## src/rtl/display_pkg.sv

```systemverilog
// Definitions shared by the display controller and the shift-register transmitter
// so both ends agree on the word width and the serial FSM encoding.
package display_pkg;

    localparam int DISP_WIDTH  = 8;

    localparam int CLKDIV_MIN  = 1;
    localparam int CLKDIV_MAX  = 255;
    localparam int LATCH_W_MIN = 1;
    localparam int LATCH_W_MAX = 15;

    // Wide enough for the longest CLKDIV or LATCH_W phase.
    localparam int DIV_W       = 8;

    typedef enum logic [1:0] {
        IDLE  = 2'd0,
        LOW   = 2'd1,
        HIGH  = 2'd2,
        LATCH = 2'd3
    } sr_state_e;

endpackage

```

## src/rtl/sr_shift_tx_if.sv

```systemverilog
// Load/busy/latch handshake between the display controller and the serial transmitter,
// plus the serial pins the transmitter drives toward the register chain.
interface sr_shift_tx_if
    import display_pkg::*;
#(
    parameter int WIDTH = DISP_WIDTH
);
    logic [WIDTH-1:0] i_data;
    logic             i_load;
    logic             i_latch;
    logic             i_blank;
    logic             o_busy;
    logic             o_sdata;
    logic             o_sclk;
    logic             o_rclk;
    logic             o_ovf;

    modport master (
        output i_data, i_load, i_latch, i_blank,
        input  o_busy, o_sdata, o_sclk, o_rclk, o_ovf
    );

    modport slave (
        input  i_data, i_load, i_latch, i_blank,
        output o_busy, o_sdata, o_sclk, o_rclk, o_ovf
    );
endinterface

```

## src/rtl/sr_tick_div.sv

```systemverilog
// Loadable down-counter; o_tc is high while the count sits at zero, i.e. in the
// last cycle of a phase that was loaded with (length - 1).
module sr_tick_div #(
    parameter int CNT_W = 8
) (
    input  logic             i_clk,
    input  logic             i_rst,
    input  logic             i_load,
    input  logic [CNT_W-1:0] i_val,
    output logic             o_tc
);
    logic [CNT_W-1:0] r_cnt;

    always_ff @(posedge i_clk) begin
        if (i_rst) begin
            r_cnt <= '0;
        end else if (i_load) begin
            r_cnt <= i_val;
        end else if (r_cnt != '0) begin
            r_cnt <= r_cnt - CNT_W'(1);
        end
    end

    assign o_tc = (r_cnt == '0);
endmodule

```

## src/rtl/sr_shift_tx.sv

```systemverilog
// Serial transmitter for a 74HC595-style chain: shifts a captured word out MSB-first
// on sdata/sclk and issues the storage-register clock pulse on a latch request.
module sr_shift_tx
    import display_pkg::*;
#(
    parameter int WIDTH   = DISP_WIDTH,
    parameter int CLKDIV  = 2,
    parameter int LATCH_W = 2
) (
    input  logic         i_clk,
    input  logic         i_rst,
    sr_shift_tx_if.slave bus
);
    localparam int BIT_W = (WIDTH > 1) ? $clog2(WIDTH) : 1;

    sr_state_e        r_state;
    sr_state_e        w_state_next;
    logic [WIDTH-1:0] r_shreg;
    logic [WIDTH-1:0] w_shreg_next;
    logic [BIT_W-1:0] r_bit_cnt;
    logic [BIT_W-1:0] w_bit_cnt_next;
    logic [WIDTH-1:0] r_pend_word;
    logic [WIDTH-1:0] w_pend_word_next;
    logic             r_load_pend;
    logic             w_load_pend_next;
    logic             r_latch_pend;
    logic             w_latch_pend_next;
    logic             r_ovf;
    logic             w_ovf_next;
    logic [WIDTH-1:0] w_word;

    logic             r_busy;
    logic             r_sdata;
    logic             r_sclk;
    logic             r_rclk;

    logic             w_div_load;
    logic [DIV_W-1:0] w_div_val;
    logic             w_tc;

    // Every state change restarts the phase timer, so no divider phase leaks across words.
    assign w_div_load = (w_state_next != r_state);
    assign w_div_val  = (w_state_next == LATCH) ? DIV_W'(LATCH_W - 1) : DIV_W'(CLKDIV - 1);

    sr_tick_div #(
        .CNT_W (DIV_W)
    ) u_div (
        .i_clk  (i_clk),
        .i_rst  (i_rst),
        .i_load (w_div_load),
        .i_val  (w_div_val),
        .o_tc   (w_tc)
    );

    assign w_word = bus.i_blank ? '0 : bus.i_data;

    always_comb begin
        w_state_next      = r_state;
        w_shreg_next      = r_shreg;
        w_bit_cnt_next    = r_bit_cnt;
        w_pend_word_next  = r_pend_word;
        w_load_pend_next  = r_load_pend;
        w_latch_pend_next = r_latch_pend;
        w_ovf_next        = r_ovf;

        unique case (r_state)
            IDLE: begin
                if (bus.i_latch) begin
                    w_state_next = LATCH;
                    if (bus.i_load) begin
                        w_pend_word_next = w_word;
                        w_load_pend_next = 1'b1;
                    end
                end else if (bus.i_load) begin
                    w_state_next   = LOW;
                    w_shreg_next   = w_word;
                    w_bit_cnt_next = BIT_W'(WIDTH - 1);
                end
            end
            LOW: begin
                if (bus.i_latch) begin
                    w_latch_pend_next = 1'b1;
                end
                if (w_tc) begin
                    w_state_next = HIGH;
                end
            end
            HIGH: begin
                if (bus.i_latch) begin
                    w_latch_pend_next = 1'b1;
                end
                if (w_tc) begin
                    if (r_bit_cnt != '0) begin
                        w_shreg_next   = {r_shreg[WIDTH-2:0], 1'b0};
                        w_bit_cnt_next = r_bit_cnt - BIT_W'(1);
                        w_state_next   = LOW;
                    end else if (r_latch_pend || bus.i_latch) begin
                        // A request arriving in the very last HIGH cycle still chains on.
                        w_latch_pend_next = 1'b0;
                        w_state_next      = LATCH;
                    end else begin
                        w_state_next = IDLE;
                    end
                end
            end
            LATCH: begin
                if (w_tc) begin
                    if (r_load_pend) begin
                        w_shreg_next     = r_pend_word;
                        w_bit_cnt_next   = BIT_W'(WIDTH - 1);
                        w_load_pend_next = 1'b0;
                        w_state_next     = LOW;
                    end else begin
                        w_state_next = IDLE;
                    end
                end
            end
            default: begin
                w_state_next = IDLE;
            end
        endcase

        if (bus.i_load && (r_state != IDLE)) begin
            w_ovf_next = 1'b1;
        end
    end

    // Outputs are registered from the next-state values so they line up with the state.
    always_ff @(posedge i_clk) begin
        if (i_rst) begin
            r_state      <= IDLE;
            r_shreg      <= '0;
            r_bit_cnt    <= '0;
            r_pend_word  <= '0;
            r_load_pend  <= 1'b0;
            r_latch_pend <= 1'b0;
            r_ovf        <= 1'b0;
            r_busy       <= 1'b0;
            r_sdata      <= 1'b0;
            r_sclk       <= 1'b0;
            r_rclk       <= 1'b0;
        end else begin
            r_state      <= w_state_next;
            r_shreg      <= w_shreg_next;
            r_bit_cnt    <= w_bit_cnt_next;
            r_pend_word  <= w_pend_word_next;
            r_load_pend  <= w_load_pend_next;
            r_latch_pend <= w_latch_pend_next;
            r_ovf        <= w_ovf_next;
            r_busy       <= (w_state_next != IDLE);
            r_sclk       <= (w_state_next == HIGH);
            r_rclk       <= (w_state_next == LATCH);
            r_sdata      <= ((w_state_next == LOW) || (w_state_next == HIGH))
                            ? w_shreg_next[WIDTH-1] : 1'b0;
        end
    end

    assign bus.o_busy  = r_busy;
    assign bus.o_sdata = r_sdata;
    assign bus.o_sclk  = r_sclk;
    assign bus.o_rclk  = r_rclk;
    assign bus.o_ovf   = r_ovf;
endmodule

```

## src/flat_wrapper.sv

```systemverilog
// flat-port wrapper written by rule: the top's interface ports become plain ports
module sr_shift_tx_flat import display_pkg::*;
#(
    parameter int WIDTH   = DISP_WIDTH,
    parameter int CLKDIV  = 2,
    parameter int LATCH_W = 2
)
  (i_clk, i_rst, bus_i_data, bus_i_load, bus_i_latch, bus_i_blank, bus_o_busy, bus_o_sdata, bus_o_sclk, bus_o_rclk, bus_o_ovf);
  sr_shift_tx_if #(.WIDTH(WIDTH)) bus_i ();
  input  logic i_clk;
  input  logic i_rst;
  input wire logic [$bits(bus_i.i_data)-1:0] bus_i_data;
  input wire logic [$bits(bus_i.i_load)-1:0] bus_i_load;
  input wire logic [$bits(bus_i.i_latch)-1:0] bus_i_latch;
  input wire logic [$bits(bus_i.i_blank)-1:0] bus_i_blank;
  output wire logic [$bits(bus_i.o_busy)-1:0] bus_o_busy;
  output wire logic [$bits(bus_i.o_sdata)-1:0] bus_o_sdata;
  output wire logic [$bits(bus_i.o_sclk)-1:0] bus_o_sclk;
  output wire logic [$bits(bus_i.o_rclk)-1:0] bus_o_rclk;
  output wire logic [$bits(bus_i.o_ovf)-1:0] bus_o_ovf;
  assign bus_i.i_data = bus_i_data;
  assign bus_i.i_load = bus_i_load;
  assign bus_i.i_latch = bus_i_latch;
  assign bus_i.i_blank = bus_i_blank;
  assign bus_o_busy = bus_i.o_busy;
  assign bus_o_sdata = bus_i.o_sdata;
  assign bus_o_sclk = bus_i.o_sclk;
  assign bus_o_rclk = bus_i.o_rclk;
  assign bus_o_ovf = bus_i.o_ovf;
  sr_shift_tx #(.WIDTH(WIDTH), .CLKDIV(CLKDIV), .LATCH_W(LATCH_W)) u_core (.i_clk(i_clk), .i_rst(i_rst), .bus(bus_i));
endmodule
```

## config.mk

```make
export PLATFORM = sky130hd
export DESIGN_NAME = sr_shift_tx_flat
export DESIGN_NICKNAME = d
export VERILOG_FILES = /design/src/rtl/display_pkg.sv /design/src/rtl/sr_shift_tx_if.sv /design/src/rtl/sr_tick_div.sv /design/src/rtl/sr_shift_tx.sv /design/src/flat_wrapper.sv
export SDC_FILE = /design/constraint.sdc
export NUM_CORES = 1
export LEC_CHECK = 0
export ABC_CLOCK_PERIOD_IN_PS = 2600
export BUFFER_PORTS_ARGS = -buffer_cell sky130_fd_sc_hd__buf_4
export CAP_MARGIN = 20
export CORE_MARGIN = 8
export CORE_UTILIZATION = 53
export DETAILED_ROUTE_END_ITERATION = 16
export GPL_ROUTABILITY_DRIVEN = 0
export PLACE_DENSITY_LB_ADDON = 0.05
export SETUP_SLACK_MARGIN = 0.05
export SYNTH_ARGS = -nofsm -noshare
export SYNTH_HDL_FRONTEND = slang
export SYNTH_HIERARCHICAL = 1
export SYNTH_SLANG_ARGS = --single-unit
```

## constraint.sdc

```tcl
create_clock -name i_clk -period 2.6 [get_ports i_clk]
set_input_delay 0.13 -clock i_clk [delete_from_list [all_inputs] [get_ports i_clk]]
set_output_delay 0.13 -clock i_clk [all_outputs]
set_load 0.005 [all_outputs]
```

==> results.env, run 1 <==
SYNTH_FF_TYPE='dfxtp_1'
CLOCK_LATENCY_PS=290
FINALWIRELENGTH_UM=4230
YOSYS-TOP-CELLS-AREA='dfxtp_1 (35%), nor3b_1 (6.1%), a21oi_1 (5.0%)'
REMAINING_DRC_ERRORS=0
CPPEAKSTAGEDELAY_PS=540
CRITICAL_PATH_DESTINATION='u_core/u_div/r_cnt[0]'
CRITICAL_PATH_DEPTH=10
HTREEDEPTH=2
AVGROUTEDWIREPERCELL_UM=13.6
SYNTHESIS.YOSYS.WARNINGS=6
YS_SEQ_ELEMENTS=36
CTS_NUM_SINKS=36
AREA.SEQUENTIAL_UM2=729
DP_WORST_SETUP_SLACK_PS=64.6
SYNTH_TOP_CELL_BY_AREA='dfxtp_1'
FIN_WS_PS=136
POST_SYNTHESIS_INSTANCE_AREA_UM2=2080
FINAL_MAX_SLEW_VIOL_COUNT=0
DIE-WIDTH_UM=78.7
NUM_IO_PINS=18
WORST-R2R-SETUP-SLACK_PS=140
PIN_COUNT_OF_THE_BIGGEST_NET_ENTERING_GLOBAL_ROUTING=38
TOTAL_LEAKAGE_POWER_nW=0.965
SYNTHARSTFLOPSHARE_PCT=0
GRT_REMAINING_OVERFLOW=0
TIMING_HOLD_VIOLATIONS_FINAL=0
CP_NUM_BUF_INV=2
FP.COREAREA_UM2=3720
RUN_STATUS='finished, final reports clean'
POST_SYNTH_MOST_FREQUENT_CELLS='dfxtp_1 (36), nor2_1 (23), nand2_1 (22)'
RSZ0062_AT_GRT='false'
TRITONCTS.NUM_BUFFERS=5
MAX_FREQ_MHz=406
DRV_CAP=0
NUMBER_OF_GLOBAL_ROUTE_VIAS_BEFORE_REPAIR=1651
CRITICAL_PATH_CELL_LIST='inv_1, ha_1, and4bb_2, buf_4, nand2_4, nor2_1, a211oi_2, o221ai_4, or4_4, o211ai_2'
SYNTH-EDFF-COUNT=0
FINALWORSTPATHREQUIREDPERIOD_PS=2460
WIRE_LENGTH_OF_THE_FIRST_GLOBAL_ROUTING_PASS_UM=7240
FOOTPRINT_OF_THE_MULTI_INPUT_GATES_UM2=1290
RR_STARTPOINT='u_core/u_div/r_cnt[1]'
DIE_AREA_UM2=6190
VIAS_PER_CELL=5.46
CTS.REPORTEDPATHS.CLKPINSLEW_PS=70
FILLER_CELL_COUNT=323
FRACTION_OF_THE_YOSYS_AREA_TAKEN_BY_SEQUENTIAL_CELLS_PCT=34.6
ELEMENT_TYPE_AT_THE_CRITICAL_PATH_END='flop'
ROWS=22
SYNTH.TOP_CELL.AREA_SHARE_PCT=34.6
DETAILEDROUTE.FIRSTITERATIONVIOLATIONS=54
REPORT.FINAL.SETUP_VIOL=0
CPLARGESTDELAYFAMILY='simple AND/OR/NAND/NOR gates'
FINAL_CORE_UTIL_PCT=65.5
LAYOUT.NETS=285
CRITICALPATHCATEGORY='flop to flop'
SYN-INSTANCE-COUNT=238
DIE_H_UM=78.7
SHARE_OF_POST_ROUTE_CELLS_WITH_DRIVE_STRENGTH_ABOVE_1_PCT=27.3
POWER.DENSITY_CELL_AREA_nW_PER_UM2=1070
R2R_END='u_core/u_div/r_cnt[0]'
GRT_USE_TOTAL_PCT=14.3
SYNTH_CELL_TYPE_COUNT=54
CRIT_PATH_START_KIND='flop'
VIAS=1702
CRITICAL-PATH-SLOWEST-CELL='or4_4'
CLK_ROOT_BUFFER_CELL='clkbuf_8'
CRITPATHLAUNCH='u_core/u_div/r_cnt[1]'
HOLD_BUFFERS=0
FINAL.PERIOD_UTILIZATION_PCT=94.8
HOLD_CLASS='input port to flop'
REQUIRED_PS=2820
REG2REG_DEPTH=10
CLOCK_TREE.BUFFER_DEPTH=2
START_UTIL_PCT=56.0
WORSTPATHARRIVAL_PS=2680
N_ANTENNA_CELL=0
HALF_PERIMETER_WIRE_LENGTH_AFTER_DETAILED_PLACEMENT_UM=3040
PLACE.PORT_BUFFERS=17
TRITONCTS='yes'
TIMING.CLOCK.SKEW_PS=6.60
DRT.ANTENNA.VIOLATING_NETS=0
AVGSYNTHCELLAREA_UM2=8.75
AREA_GROWTH_SYN_TO_LAYOUT_PCT=16.9
FINALSETUPTNS_PS=0
MAX-VDD-IR-DROP_V=0.000467
DRT_FIRST_PASS_ITERS=4
ANTENNA_FOUND_INITIAL=0
SYNTH.MOST_COMMON_CELL='dfxtp_1'
CRITICAL_PATH_PEAK_FANOUT=8
## timing repair
action,CTS,global route
gates resized for setup,1,12
setup buffers,0,2
pin swaps,0,6
endpoints found under the setup margin,1,8
## kinds of logic after synthesis
kind of cell / Yosys count / synth area share [%]
simple gates: 99 / 27.9
compound gates: 59 / 22.2
flops: 36 / 34.6
buf+inv: 28 / 7.27
fa+ha+maj: 8 / 4.81
xor+xnor: 4 / 1.68
other cells: 2 / 0.361
mux: 2 / 1.20
## metal layers
layer	vias to the layer above	GRT usage, %	share of wire (%)
li1	888	-	-
met1	784	17.0	48
met2	23	23.2	47
met3	7	4.10	2.9
met4	0	6.67	1.8
met5	-	0	0
## layout by cell type (no fill, tap or decap), drive strengths merged, types with 2 or more instances in the layout
cell and n:
nor2b 5, o211ai 2, o32ai 4, a221o 7, a21oi 23, and3 2, nor2 24, a21boi 2
buf 29, a311oi 2, xnor2 3, clkbuf 7, ha 8, inv 12, nand2 23, dfxtp 36
a211oi 5, nor3b 18, nor3 7, conb 8, or2 2, nand3 11, o21ai 8
## per-stage QoR
step / hold slack, ps / instance area [um2] / total power [W] / std cells
3_5_place_dp: 453 / 2270 / 0.00207 / 303
2_1_floorplan: 348 / 2120 / 0.00180 / 244
5_1_grt: 200 / 2430 / 0.00281 / 312
3_3_place_gp: 445 / 2270 / 0.00206 / 303
6_report: 159 / 2430 / 0.00260 / 312
4_1_cts: 151 / 2370 / 0.00250 / 310
## worst reg2reg max path, cell delays in order (launching register included)
cell	delay, ps
dfxtp_1	350
inv_1	60
ha_1	180
and4bb_2	270
buf_4	190
nand2_4	90
nor2_1	50
a211oi_2	380
o221ai_4	200
or4_4	540
o211ai_2	80
## flip-flops by register name, summed over array words and instances, names as in the netlist
| register | flops |
|---|---|
| u_core/bus.o_busy | 1 |
| u_core/bus.o_ovf | 1 |
| u_core/bus.o_rclk | 1 |
| u_core/bus.o_sclk | 1 |
| u_core/bus.o_sdata | 1 |
| u_core/r_bit_cnt | 3 |
| u_core/r_latch_pend | 1 |
| u_core/r_load_pend | 1 |
| u_core/r_pend_word | 8 |
| u_core/r_shreg | 8 |
| u_core/r_state | 2 |
| u_core/u_div/r_cnt | 8 |
## cell type report
cell class	count	share of cell area [%]
multi-input cells	180	52.8
inverters	12	1.85
flip-flops and latches	36	30.0
repair buffers	29	8.94
well taps	48	2.47
clock buffers	7	3.96
## where the power goes
part	total [W]	internal, W	switching [W]
combinational	0.00135	0.000621	0.000727
sequential	0.000823	0.000699	0.000124
clock	0.000425	0.000236	0.000189
## worst min path at each step
stage / from / to / slack (ps) / cells after the start
3_3_place_gp: bus_i_load / u_core/bus.o_ovf / 440 / 3
3_5_place_dp: u_core/r_shreg[4] / u_core/r_shreg[4] / 450 / 2
5_1_grt: bus_i_load / u_core/bus.o_ovf / 200 / 3
6_report: bus_i_load / u_core/bus.o_ovf / 160 / 3
4_1_cts: bus_i_load / u_core/bus.o_ovf / 150 / 3
2_1_floorplan: i_rst / u_core/u_div/r_cnt[0] / 350 / 2
Power figures use the tool's default switching activity.
==> run 2: changes to the inputs <==
ABC_CLOCK_PERIOD_IN_PS = 2800   (was 2600)
CORE_MARGIN = default   (was 8)
CORE_UTILIZATION = 59   (was 53)
CTS_BUF_LIST = sky130_fd_sc_hd__clkbuf_16   (was default)
clock period = 2.8 ns   (was 2.6 ns; I/O delays follow)
==> results.env, run 2 (synthesis results as in run 1) <==
FINALSETUPTNS_PS=0  # unchanged
FP.COREAREA_UM2=3360  # -9.5%
TIMING.HOLD.WS_PS=182  # +22.7 ps
TIMING_HOLD_VIOLATIONS_FINAL=0  # unchanged
LAYOUT_COMMONEST_CELL='dfxtp_1'
PLACE.PORT_BUFFERS=17  # unchanged
FINAL.PERIOD_UTILIZATION_PCT=90.5  # -4.3 points
CTS.REPORTEDPATHS.CLKPINSLEW_PS=50  # -20 ps
VIAS_PER_CELL=5.73  # +5.0%
POWER.DENSITY_CELL_AREA_nW_PER_UM2=1060  # -0.63%
CRITICAL_PATH_PEAK_FANOUT=5  # -3
CRITICALPATHCATEGORY='flop to flop'
FINAL_MAX_SLEW_VIOL_COUNT=0  # unchanged
CLOCK_TREE.BUFFER_DEPTH=2  # unchanged
HTREEDEPTH=2  # unchanged
WORSTPATHARRIVAL_PS=2710  # +30 ps
GRT_REMAINING_OVERFLOW=0  # unchanged
LAYOUT_COMMON_CELLS='dfxtp_1 (36), buf_4 (26), nor2_1 (23)'
REG.LARGEST.LIST='u_core/r_pend_word: 8 flops, u_core/r_shreg: 8 flops, u_core/u_div/r_cnt: 8 flops'
CTS_NUM_SINKS=36  # unchanged
FINALWIRELENGTH_UM=4510  # +6.6%
DIE-WIDTH_UM=61.4  # -22%
DETAILEDROUTE.FIRSTITERATIONVIOLATIONS=105  # +94%
HALF_PERIMETER_WIRE_LENGTH_AFTER_DETAILED_PLACEMENT_UM=3030  # about the same
MAX_FREQ_MHz=395  # -2.7%
DRV_CAP=0  # unchanged
AVGROUTEDWIREPERCELL_UM=14.7  # +8.0%
HOLD_CLASS='input port to flop'
SHARE_OF_POST_ROUTE_CELLS_WITH_DRIVE_STRENGTH_ABOVE_1_PCT=22.5  # -4.8 points
GRT_USE_TOTAL_PCT=25.4  # +11 points
REMAINING_DRC_ERRORS=0  # unchanged
NUMBER_OF_GLOBAL_ROUTE_VIAS_BEFORE_REPAIR=1570  # -4.9%
REPORT.FINAL.SETUP_VIOL=0  # unchanged
WORST-R2R-SETUP-SLACK_PS=270  # +130 ps
TRITONCTS.NUM_BUFFERS=5  # unchanged
FILLER_CELL_COUNT=289  # -11%
DIE_AREA_UM2=3770  # -39%
START_UTIL_PCT=61.9  # +5.9 points
WIRE_LENGTH_OF_THE_FIRST_GLOBAL_ROUTING_PASS_UM=7070  # -2.4%
MAX-VDD-IR-DROP_V=0.000468  # about the same
DRT.ANTENNA.VIOLATING_NETS=0  # unchanged
ROWS=21  # -4.5%
TRITONCTS='yes'
RSZ0062_AT_GRT='false'
CRIT_PATH_START_KIND='flop'
PIN_COUNT_OF_THE_BIGGEST_NET_ENTERING_GLOBAL_ROUTING=38  # unchanged
FINALWORSTPATHREQUIREDPERIOD_PS=2530  # +69.7 ps
VIAS=1765  # +3.7%
NUM_IO_PINS=18  # unchanged
RUN_STATUS='finished, final reports clean'
DRT_FIRST_PASS_ITERS=4  # unchanged
N_ANTENNA_CELL=0  # unchanged
ELEMENT_TYPE_AT_THE_CRITICAL_PATH_END='flop'
CLK_ROOT_BUFFER_CELL='clkbuf_16'
TIMING.CLOCK.SKEW_PS=6.96  # +0.359 ps
DIE_H_UM=61.4  # -22%
TOTAL_LEAKAGE_POWER_nW=0.969  # +0.42%
REQUIRED_PS=2980  # +160 ps
ANTENNA_FOUND_INITIAL=0  # unchanged
LAYOUT.NETS=282  # -1.1%
CLOCK_LATENCY_PS=280  # about the same
AREA_GROWTH_SYN_TO_LAYOUT_PCT=16.3
## run 2: cell types whose count changed in the layout (fill, tap and decap cells not counted), sizes merged
cell    delta
buf        -3
bufinv     +1
clkbuf     -2
clkinv     +1
inv        +1
## run 2: area by class of cell
cell class,instances,area (um2),share of cell area [%]
multi-input cells,180,1240,51.2
flip-flops and latches,36,721,29.8
repair buffers,26,195,8.06
clock buffers,5,125,5.17
well taps,46,57.6,2.38
inverters,12,45.0,1.86
clock inverters,3,38.8,1.60
## run 2: final timing paths
| path | to | start | cells after the start |
|---|---|---|---|
| worst max-delay path | u_core/u_div/r_cnt[3] | u_core/u_div/r_cnt[0] | 11 |
| worst min-delay path | u_core/bus.o_ovf | bus_i_load | 3 |
| worst max register to register | u_core/u_div/r_cnt[3] | u_core/u_div/r_cnt[0] | 11 |
| worst min register to register | u_core/r_shreg[3] | u_core/r_shreg[3] | 2 |
## run 2: where the power goes
group	total, W	switching, W	internal [W]
sequential	0.000767	0.000126	0.000641
clock	0.000608	0.000194	0.000414
combinational	0.00119	0.000662	0.000526
total	0.00256	0.000983	0.00158
## run 2: metrics by stage
stage | total power, W | util, % | setup WS, ps | instance area, um2 | std cells
2_1_floorplan | 0.00165 | - | 156 | 2100 | 244
3_3_place_gp | 0.00190 | 66.7 | 255 | 2240 | 299
3_5_place_dp | 0.00192 | 66.7 | 149 | 2240 | 299
4_1_cts | 0.00255 | 71.6 | 118 | 2410 | 307
5_1_grt | 0.00274 | 72.0 | 105 | 2420 | 308
6_report | 0.00256 | 72.0 | 267 | 2420 | 308
## run 2: critical path, stage by stage, from the launching register on
cell and delay (ps):
dfxtp_1 400, inv_1 80, ha_1 210, and4bb_1 240, inv_1 90, a211oi_1 70
a311o_1 350, buf_4 150, nand3_1 80, o221ai_2 130, or2_2 360, o32ai_1 270
## run 2: what timing repair did
item	in CTS	in global routing
buffers inserted	0	1
hold buffers	0	0
setup endpoints to repair	0	8
resized for setup	0	2
## run 2: routing by layer
layer	track usage, %	wire, um
met1	30.6	2030
met2	44.6	2270
met3	6.51	156
met4	7.94	57
met5	0	0
==> run 3: changes to the inputs <==
ABC_AREA = 1   (was default)
CORE_UTILIZATION = 60   (was 59)
CTS_BUF_LIST = sky130_fd_sc_hd__clkbuf_4 sky130_fd_sc_hd__clkbuf_8   (was sky130_fd_sc_hd__clkbuf_16)
==> results.env, run 3 <==
RUN_STATUS='finished, final reports clean'
DIE_AREA_UM2=3660  # -2.9%
SYNTH.MOST_COMMON_CELL='nand2_1'
CRITICAL_PATH_PEAK_FANOUT=13  # +8
ELEMENT_TYPE_AT_THE_CRITICAL_PATH_END='flop'
DRT.ANTENNA.VIOLATING_NETS=0  # unchanged
DRV_CAP=0  # unchanged
SYNTH_TOP_CELL_BY_AREA='dfxtp_1'
CLOCK_TREE.BUFFER_DEPTH=2  # unchanged
MIN_TO='u_core/bus.o_ovf'
CRIT_PATH_START_KIND='flop'
GRT_REMAINING_OVERFLOW=0  # unchanged
DIE_H_UM=60.5  # -1.4%
CPLARGESTDELAYFAMILY='simple AND/OR/NAND/NOR gates'
VIAS_PER_CELL=5.14  # -10%
YOSYS-TOP-CELLS-AREA='dfxtp_1 (35%), nand2_1 (13%), nor2_1 (9.1%)'
WIRE_LENGTH_OF_THE_FIRST_GLOBAL_ROUTING_PASS_UM=7170  # +1.5%
CRITICAL-PATH-SLOWEST-CELL='dfxtp_1'
CTS.REPORTEDPATHS.CLKPINSLEW_PS=110  # +60 ps
GRT_USE_TOTAL_PCT=26.9  # +1.4 points
CP_NUM_BUF_INV=4  # +1
DRT_FIRST_PASS_ITERS=5  # +1
YS_SEQ_ELEMENTS=36  # unchanged
WORSTPATHARRIVAL_PS=2690  # -20 ps
CLK_ROOT_BUFFER_CELL='clkbuf_4'
FIN_WS_PS=381  # +114 ps
SYN-INSTANCE-COUNT=310  # +30%
DETAILEDROUTE.FIRSTITERATIONVIOLATIONS=220  # +110%
SHARE_OF_POST_ROUTE_CELLS_WITH_DRIVE_STRENGTH_ABOVE_1_PCT=14.3  # -8.2 points
REPORT.FINAL.SETUP_VIOL=0  # unchanged
REMAINING_DRC_ERRORS=0  # unchanged
NUMBER_OF_GLOBAL_ROUTE_VIAS_BEFORE_REPAIR=1619  # +3.1%
FRACTION_OF_THE_YOSYS_AREA_TAKEN_BY_SEQUENTIAL_CELLS_PCT=35.1  # +0.46 points
SYNTH-EDFF-COUNT=0  # unchanged
REG.LARGEST.LIST='u_core/r_pend_word: 8 flops, u_core/r_shreg: 8 flops, u_core/u_div/r_cnt: 8 flops'
AVGSYNTHCELLAREA_UM2=6.63  # -24%
MAX_FREQ_MHz=413  # +4.7%
HOLD_CLASS='input port to flop'
FILLER_CELL_COUNT=283  # -2.1%
TRITONCTS.NUM_BUFFERS=5  # unchanged
SYNTH.TOP_CELL.AREA_SHARE_PCT=35.1  # +0.46 points
MAX-VDD-IR-DROP_V=0.000540  # +15%
SYNTH_FF_TYPE='dfxtp_1'
ANTENNA_FOUND_INITIAL=0  # unchanged
FINAL.PERIOD_UTILIZATION_PCT=86.4  # -4.1 points
TRITONCTS='yes'
RR_STARTPOINT='u_core/u_div/r_cnt[0]'
TIMING_HOLD_VIOLATIONS_FINAL=0  # unchanged
PIN_COUNT_OF_THE_BIGGEST_NET_ENTERING_GLOBAL_ROUTING=21  # -45%
HOLD_BUFFERS=0  # unchanged
CTS_REPAIR_RESIZE_COUNT=0  # unchanged
CLOCK_LATENCY_PS=340  # +60 ps
R2R_END='u_core/u_div/r_cnt[2]'
N_ANTENNA_CELL=0  # unchanged
MIN_FROM='bus_i_load'
SYNTHARSTFLOPSHARE_PCT=0  # unchanged
ROWS=20  # -4.8%
DP_WORST_SETUP_SLACK_PS=433  # +284 ps
POST_SYNTH_MOST_FREQUENT_CELLS='nand2_1 (69), nor2_1 (50), inv_1 (38)'
CPPEAKSTAGEDELAY_PS=320  # -80 ps
TOTAL_LEAKAGE_POWER_nW=1.11  # +15%
FINALWIRELENGTH_UM=4480  # -0.66%
FINALSETUPTNS_PS=0  # unchanged
SYNTH_CELL_TYPE_COUNT=31  # -43%
CRITICALPATHCATEGORY='flop to flop'
FINAL_MAX_SLEW_VIOL_COUNT=0  # unchanged
FINAL_CORE_UTIL_PCT=72.7  # +0.75 points
AREA_GROWTH_SYN_TO_LAYOUT_PCT=11.6
HOLD-PATH-CELL-COUNT=3  # unchanged
START_UTIL_PCT=65.2  # +3.3 points
LAYOUT_COMMON_CELLS='nand2_1 (69), nor2_1 (50), inv_1 (38)'
RSZ0062_AT_GRT='false'
HALF_PERIMETER_WIRE_LENGTH_AFTER_DETAILED_PLACEMENT_UM=3330  # +9.8%
DIE-WIDTH_UM=60.5  # -1.4%
LAYOUT.NETS=356  # +26%
NUM_IO_PINS=18  # unchanged
VIAS=1955  # +11%
FP.COREAREA_UM2=3150  # -6.3%
REG2REG_DEPTH=18  # +7
PLACE.PORT_BUFFERS=17  # unchanged
CRITICAL_PATH_CELL_LIST='inv_1, ha_1, nand2_2, nor2_8, inv_4, nand2_2, nand2_1, nand3_1, nand2_1, nand2_1, nand2_1, nand2_1, nand2_1, nand2_1, inv_2, nand2_2, inv_2, nor3_1'
POSTCTSSETUPREPAIRBUFS=0  # unchanged
LAYOUT_COMMONEST_CELL='nand2_1'
FINALWORSTPATHREQUIREDPERIOD_PS=2420  # -114 ps
WORST-R2R-SETUP-SLACK_PS=380  # +110 ps
HTREEDEPTH=2  # unchanged
AVGROUTEDWIREPERCELL_UM=11.8  # -19%
POWER.DENSITY_CELL_AREA_nW_PER_UM2=827  # -22%
CTS_NUM_SINKS=36  # unchanged
TIMING.CLOCK.SKEW_PS=7.61  # +0.652 ps
REQUIRED_PS=3070  # +90 ps
CRITICAL_PATH.MOST_COMMON_CELL='nand2_1'
POST_SYNTHESIS_INSTANCE_AREA_UM2=2050  # -1.3%
SYNTHESIS.YOSYS.WARNINGS=6  # unchanged
[run 3: cell count changes after synthesis, moves of 5 or more]
cell,previous run,this run
nand2_1,22,69
nor2_1,23,50
inv_1,12,38
nor3b_1,17,0
o21ai_0,6,18
nand3_1,10,18
a221o_2,5,0
nand2_2,0,5
o21ai_1,0,5
[run 3: worst max path at each step]
stage	start	endpoint	slack, ps	cells after the start
finish	u_core/u_div/r_cnt[0]	u_core/u_div/r_cnt[2]	380	18
global route	u_core/u_div/r_cnt[0]	u_core/u_div/r_cnt[2]	100	18
CTS	u_core/u_div/r_cnt[0]	u_core/u_div/r_cnt[2]	400	18
detailed placement	u_core/u_div/r_cnt[0]	u_core/u_div/r_cnt[2]	430	18
global placement	u_core/u_div/r_cnt[0]	u_core/u_div/r_cnt[2]	530	18
floorplan	u_core/u_div/r_cnt[0]	u_core/u_div/r_cnt[1]	650	21
[run 3: layout make-up]
cell class | instances | area [um2] | share of cell area, %
clock buffer | 8 | 66.3 | 2.89
inverter | 44 | 169 | 7.36
multi-input combinational | 230 | 1150 | 50.0
sequential | 36 | 721 | 31.4
tap | 44 | 55.1 | 2.40
timing repair buffer | 18 | 135 | 5.89
[run 3: through the flow]
| step | instance area (um2) | total power, W | hold WS [ps] | cells |
|---|---|---|---|---|
| after floorplan | 2080 | 0.00141 | 209 | 316 |
| after global placement | 2230 | 0.00156 | 411 | 372 |
| after detailed placement | 2230 | 0.00157 | 416 | 372 |
| after CTS | 2290 | 0.00188 | 64.9 | 380 |
| after global routing | 2290 | 0.00204 | 76.9 | 380 |
| final | 2290 | 0.00190 | 70.7 | 380 |
[run 3: per-layer routing]
metal,vias up,GRT usage [%],part of all wire (%)
li1,1026,-,-
met1,872,38.6,50
met2,53,40.5,43
met3,4,4.48,5.5
met4,0,9.74,0.56
met5,-,0,0
[run 3: kinds of logic (layout without fill, tap and decap cells)]
group	Yosys count	in the layout	synth area share (%)
and+or+nand+nor	155	155	33.2
AOI/OAI and AO/OA	55	55	14.6
buffers and inverters	50	70	10.2
DFF	36	36	35.1
adders and majority gates	8	8	4.87
xor gates and xnor gates	4	4	1.71
other	2	8	0.366
[run 3: power breakdown]
part / internal [W] / switching, W / leakage (nW)
logic: 0.000318 / 0.000564 / 0.777
registers: 0.000618 / 0.0000806 / 0.296
clock network: 0.000143 / 0.000172 / 0.0394
[run 3: worst min-delay path: cells and delay by family]
| kind | cells | cell delay [ps] |
|---|---|---|
| and+or+nand+nor | 1 | 70 |
| AOI/OAI and AO/OA | 1 | 60 |
| buffers and inverters | 1 | 100 |
